File: src/rtl/pdm_pkg.sv
// pdm_pkg: shared constants, types and helpers for the PDM receive path.
// Imported by the clock generator and the CIC receiver top.
package pdm_pkg;

    localparam int PDM_COUNT_PERIOD_DEF = 32;
    localparam int DECIMATION_DEF       = 64;
    localparam int PCM_W                = 16;
    localparam int CIC_ORDER            = 3;

    typedef logic signed [PCM_W-1:0] pcm_t;

    localparam pcm_t PCM_MAX = 16'sh7fff;
    localparam pcm_t PCM_MIN = 16'sh8000;

    // Integrator width that absorbs the full CIC gain of DECIMATION^ORDER.
    function automatic int cic_acc_w(input int decimation);
        return 2 + CIC_ORDER * $clog2(decimation);
    endfunction

endpackage

File: src/rtl/pdm_clk_gen.sv
// pdm_clk_gen: mic clock divider, per-sample tick and data synchronizer.
// The tick marks the last low cycle of each mic clock period.
module pdm_clk_gen
    import pdm_pkg::*;
#(
    parameter int PERIOD = PDM_COUNT_PERIOD_DEF
) (
    input  logic clk,
    input  logic rst_n,
    input  logic enable,
    input  logic mic_data,
    output logic mic_clk,
    output logic tick,
    output logic sample_bit
);

    localparam int CW   = $clog2(PERIOD);
    localparam int HALF = PERIOD / 2;

    logic [CW-1:0] m;
    logic [CW-1:0] m_next;
    logic [1:0]    sync;

    always_comb begin
        m_next = '0;
        if (enable && (m != CW'(PERIOD - 1))) begin
            m_next = m + CW'(1);
        end
    end

    // mic_clk is registered from m_next so it is high exactly while m < HALF.
    always_ff @(posedge clk or negedge rst_n) begin
        if (!rst_n) begin
            m       <= '0;
            mic_clk <= 1'b0;
            sync    <= '0;
        end else begin
            m       <= m_next;
            mic_clk <= enable & (m_next < CW'(HALF));
            sync    <= {sync[0], mic_data};
        end
    end

    assign tick       = (m == CW'(PERIOD - 1));
    assign sample_bit = sync[1];

endmodule

File: src/rtl/pdm_cic_receiver.sv
// pdm_cic_receiver: PDM mic front end with a 3rd-order CIC decimator.
// Turns the 1-bit mic stream into signed 16-bit PCM strobes.
module pdm_cic_receiver
    import pdm_pkg::*;
#(
    parameter int PDM_COUNT_PERIOD = PDM_COUNT_PERIOD_DEF,
    parameter int DECIMATION       = DECIMATION_DEF
) (
    input  logic                    clk_in,
    input  logic                    rst_in_n,
    input  logic                    enable_in,
    input  logic                    mic_data_in,
    output logic                    mic_clk_out,
    output logic                    pdm_tick_out,
    output logic signed [PCM_W-1:0] pcm_out,
    output logic                    pcm_valid_out,
    output logic                    sat_out
);

    localparam int LOG2_DEC = $clog2(DECIMATION);
    localparam int ACC_W    = cic_acc_w(DECIMATION);
    localparam int SHIFT    = CIC_ORDER * LOG2_DEC - (PCM_W - 1);

    typedef logic signed [ACC_W-1:0] acc_t;

    logic                tick;
    logic                sample_bit;
    logic                dec;
    logic                frame_end;
    logic [LOG2_DEC-1:0] k;

    acc_t x;
    acc_t i1, i2, i3;
    acc_t i1_n, i2_n, i3_n;
    acc_t d1, d2, d3;
    acc_t c1, c2, c3;
    acc_t scaled;
    pcm_t pcm_next;
    logic clip;

    pdm_clk_gen #(
        .PERIOD(PDM_COUNT_PERIOD)
    ) u_clk_gen (
        .clk       (clk_in),
        .rst_n     (rst_in_n),
        .enable    (enable_in),
        .mic_data  (mic_data_in),
        .mic_clk   (mic_clk_out),
        .tick      (tick),
        .sample_bit(sample_bit)
    );

    assign pdm_tick_out = tick;
    assign frame_end    = &k;

    // Integrators wrap modulo 2^ACC_W; the comb differences undo the wrap.
    always_comb begin
        x    = sample_bit ? acc_t'(1) : '1;
        i1_n = i1 + x;
        i2_n = i2 + i1_n;
        i3_n = i3 + i2_n;
    end

    always_ff @(posedge clk_in or negedge rst_in_n) begin
        if (!rst_in_n) begin
            k   <= '0;
            dec <= 1'b0;
            i1  <= '0;
            i2  <= '0;
            i3  <= '0;
        end else if (!enable_in) begin
            k   <= '0;
            dec <= 1'b0;
            i1  <= '0;
            i2  <= '0;
            i3  <= '0;
        end else begin
            dec <= tick & frame_end;
            if (tick) begin
                k  <= k + LOG2_DEC'(1);
                i1 <= i1_n;
                i2 <= i2_n;
                i3 <= i3_n;
            end
        end
    end

    always_comb begin
        c1 = i3 - d1;
        c2 = c1 - d2;
        c3 = c2 - d3;
    end

    always_ff @(posedge clk_in or negedge rst_in_n) begin
        if (!rst_in_n) begin
            d1 <= '0;
            d2 <= '0;
            d3 <= '0;
        end else if (!enable_in) begin
            d1 <= '0;
            d2 <= '0;
            d3 <= '0;
        end else if (dec) begin
            d1 <= i3;
            d2 <= c1;
            d3 <= c2;
        end
    end

    // Full-scale ones lands one LSB above PCM_MAX, so the clamp is live.
    always_comb begin
        scaled   = c3 >>> SHIFT;
        pcm_next = scaled[PCM_W-1:0];
        clip     = 1'b0;
        if (scaled > acc_t'(PCM_MAX)) begin
            pcm_next = PCM_MAX;
            clip     = 1'b1;
        end else if (scaled < acc_t'(PCM_MIN)) begin
            pcm_next = PCM_MIN;
            clip     = 1'b1;
        end
    end

    always_ff @(posedge clk_in or negedge rst_in_n) begin
        if (!rst_in_n) begin
            pcm_out       <= '0;
            pcm_valid_out <= 1'b0;
            sat_out       <= 1'b0;
        end else begin
            pcm_valid_out <= enable_in & dec;
            if (enable_in & dec) begin
                pcm_out <= pcm_next;
                sat_out <= sat_out | clip;
            end
        end
    end

endmodule

File: config.mk
export PLATFORM = sky130hd
export DESIGN_NAME = pdm_cic_receiver
export DESIGN_NICKNAME = d
export VERILOG_FILES = /design/src/rtl/pdm_pkg.sv /design/src/rtl/pdm_clk_gen.sv /design/src/rtl/pdm_cic_receiver.sv
export SDC_FILE = /design/constraint.sdc
export NUM_CORES = 1
export LEC_CHECK = 0
export CORE_MARGIN = 2
export CORE_UTILIZATION = 45
export CTS_CLUSTER_DIAMETER = 100
export CTS_CLUSTER_SIZE = 8
export DETAILED_ROUTE_END_ITERATION = 8
export PLACE_DENSITY = 0.57
export SLEW_MARGIN = 10
export SYNTH_ARGS = -nofsm -noshare
export SYNTH_HDL_FRONTEND = slang
export SYNTH_HIERARCHICAL = 1
export SYNTH_SLANG_ARGS = --single-unit
File: constraint.sdc
create_clock -name clk_in -period 7.7 [get_ports clk_in]
set_input_delay 1.54 -clock clk_in [delete_from_list [all_inputs] [get_ports clk_in]]
set_output_delay 1.54 -clock clk_in [all_outputs]
set_load 0.01 [all_outputs]
==> impl_metrics.ini <==
[critical_path]
endpoint_kind = flop
ff2ff_path_depth = 30
critical_path_class = flop to flop
reg2reg_to = pcm_out[0]$_DFFE_PN0P_
cp_slowest_cell = nor2_2
cp.required_ns = 7.98
ff2ff_setup_slack_ns = 1.05
worstPathArrival_ns = 6.93
critPathMaxStageDelay_ns = 0.64
timing.rr.start = i3[0]$_DFFE_PN0P_
path_max_fanout = 15
crit_top_cell = a21oi_1
startpoint_type = flop
crit_path_start = i3[0]$_DFFE_PN0P_

[sta]
max_freq_ghz = 0.150
setup_violations = 0
fin_setup_tns_ns = 0
finalCritPeriodShare_pct = 86.3
rsz0062_at_grt = no
tightestPinTransition_ns = 1.05
finalMaxSlewViolations = 0
finClkSkew_ns = 0.0154
slew_headroom_pct = 30.2
layout_min_cycle_time_ns = 6.65
hold_viol_final = 0

[detailed_routing]
dr_wl_met3_um = 372
drtAntennaViolNets = 0
met1_length_mm = 10.5
drt-total-wl_mm = 21.5
viasPerCell = 5.13
met2_wirelength_mm = 10.5
firstDrtPassIters = 5
vias = 8041
initialDrtViolationCount = 381
top_layer_used = met4
drt_drc_violations_left = 0
wl_per_cell_um = 13.8

[power]
ir_worst_vdd_uv = 108
leakagePower_nw = 5.69
powerDensity_nw_per_um2 = 140

[finish]
final_cell_mix = dfrtp_1, nor2b_1, ha_1
final_cells = 1567
drive_gt1_share_pct = 6.47
antenna_cells = 0
areaGrowthSynthToFinish_pct = 9.99
final_net_count = 1348
final_common_cell = dfrtp_1

[yosys]
ys_ff_latch = 153
ys_top_cells_by_area = dfrtp_1, ha_1, mux2i_1
synth_edf_count = 0
ys_types = 77
async_flop_share_pct = 100
syn-num-nets = 1337
netlist_instances = 1213
ys_warn_count = 6
synth.avg_cell_area_um2 = 9.55
synth_ff_type = dfrtp_1
synth.top_cell.area_share_pct = 33.0
syn_area_um2 = 11600
synth_seq_area_share_pct = 33.0
yosysTopAreaCell = dfrtp_1

[global_routing]
grt_pass1_vias = 8122
track_usage_pct = 17.1
antenna_found_initial = 0
overflow = 0
grt_pass1_wl_mm = 37.8
grt_max_degree = 97

[floorplan]
row_count = 58
die_h_um = 164
io_pins = 24
core-area_um2 = 25300
die_area_um2 = 27100
start_util_pct = 45.9
die_width_um = 164

[worst_hold_path]
hold_path_class = flop to flop
hold_path_depth = 0
whs_endpoint = u_clk_gen/sync[1]$_DFF_PN0_
hp-start = u_clk_gen/sync[0]$_DFF_PN0_

[clock_network]
cts_hold_buf = 0
cts_made_buffers = 17
cts_sinks = 153
post_cts_buffers = 0
insertion_delay_ns = 0.43
clk_pin_slew_ns = 0.07
cts-root-buf = clkbuf_16
cts_tree = yes
clock_path_buffers = 2
cts_resized = 0
cts.htree.levels = 4

[run]
maxCapViolCount = 0

[outcome]
outcome = completed

[placed_design]
dp_cells = 1535
portBuffers = 23
dp_hpwl_mm = 15.1
place_congestion = 0.756
-- cell type report --
| type | instances | area, um^2 |
|---|---|---|
| fillers | 2363 | 12500 |
| multi-input cells | 925 | 7250 |
| flip-flops and latches | 153 | 3830 |
| clock buffers | 19 | 443 |
| well taps | 330 | 413 |
| inverters | 99 | 372 |
| repair buffers | 28 | 267 |
| clock inverters | 13 | 169 |
-- kinds of logic (layout without fill, tap and decap cells) --
family,count (synthesis),in the layout,share of synthesized area [%]
AOI/OAI and AO/OA,241,241,14.7
xor gates and xnor gates,110,110,8.76
adders and majority gates,121,121,13.4
buffers and inverters,135,159,4.50
DFF,153,153,33.0
muxes,109,109,9.46
and+or+nand+nor,344,344,16.2
-- registers in the layout (all words and copies together), names as in the netlist --
register and count:
d1 20, d2 20, d3 20, dec 1
i1 20, i2 20, i3 20, k 6
pcm_out 16, pcm_valid_out 1, sat_out 1, u_clk_gen/m 5
u_clk_gen/mic_clk 1, u_clk_gen/sync 2
-- how the worst max path moves through the flow --
stage                                         to  slack (ns)  cells after the start
after floorplan           pcm_out[3]$_DFFE_PN0P_        1.89                     30
after global placement    pcm_out[2]$_DFFE_PN0P_        1.24                     30
after detailed placement  pcm_out[0]$_DFFE_PN0P_        1.09                     30
after CTS                 pcm_out[2]$_DFFE_PN0P_        1.07                     30
after global routing      pcm_out[0]$_DFFE_PN0P_        0.59                     30
final                     pcm_out[0]$_DFFE_PN0P_        1.05                     30
-- routing by layer --
layer / vias to the layer above / track usage, %
li1: 4242 / -
met1: 3726 / 21.6
met2: 55 / 30.3
met3: 18 / 2.86
met4: 0 / 4.23
met5: - / 0
-- synthesized netlist by cell type (6+ instances only) --
master and count:
a211oi_1 8, a21o_1 31, a21oi_1 71, and2_1 14, and3_1 16, buf_1 10
clkbuf_1 24, dfrtp_1 153, ha_1 115, inv_1 99, mux2i_1 108, nand2_1 67
nand2b_1 13, nand3_1 17, nand4_1 6, nor2_1 48, nor2b_1 120, nor3_1 13
o211ai_1 7, o211ai_2 10, o21a_1 8, o21ai_0 30, o21ai_1 6, o21bai_1 11
o31ai_1 9, or3_1 6, xnor2_1 79, xor2_1 27
-- critical path: cells and delay by family (launching register included) --
| family | cells | cell delay (ns) |
|---|---|---|
| AO/OA/AOI/OAI | 16 | 3.21 |
| AND/OR/NAND/NOR | 5 | 1.12 |
| buffers and inverters | 2 | 0.12 |
| adder cells (fa/ha/maj) | 4 | 1.19 |
| XOR/XNOR | 3 | 0.44 |
| flip-flops | 1 | 0.41 |
-- per-stage QoR --
| stage | setup WS, ns | hold WS, ns | area [um^2] | util, % | total power [mW] |
|---|---|---|---|---|---|
| after floorplan | 1.89 | 0.331 | 11600 | - | 0.884 |
| after global placement | 1.24 | 0.336 | 12100 | 48.0 | 0.918 |
| after detailed placement | 1.09 | 0.339 | 12100 | 48.0 | 0.919 |
| after CTS | 1.07 | 0.355 | 12700 | 50.5 | 1.81 |
| after global routing | 0.588 | 0.356 | 12700 | 50.5 | 1.86 |
| final | 1.05 | 0.353 | 12700 | 50.5 | 1.78 |
-- power breakdown --
part           leakage [nW]  internal (mW)  switching (mW)
sequential             2.13          0.806         0.00171
combinational          3.27         0.0349          0.0583
clock                 0.286          0.522           0.360
total                  5.69           1.36           0.420
No activity file was read; power rests on OpenSTA's default activity.
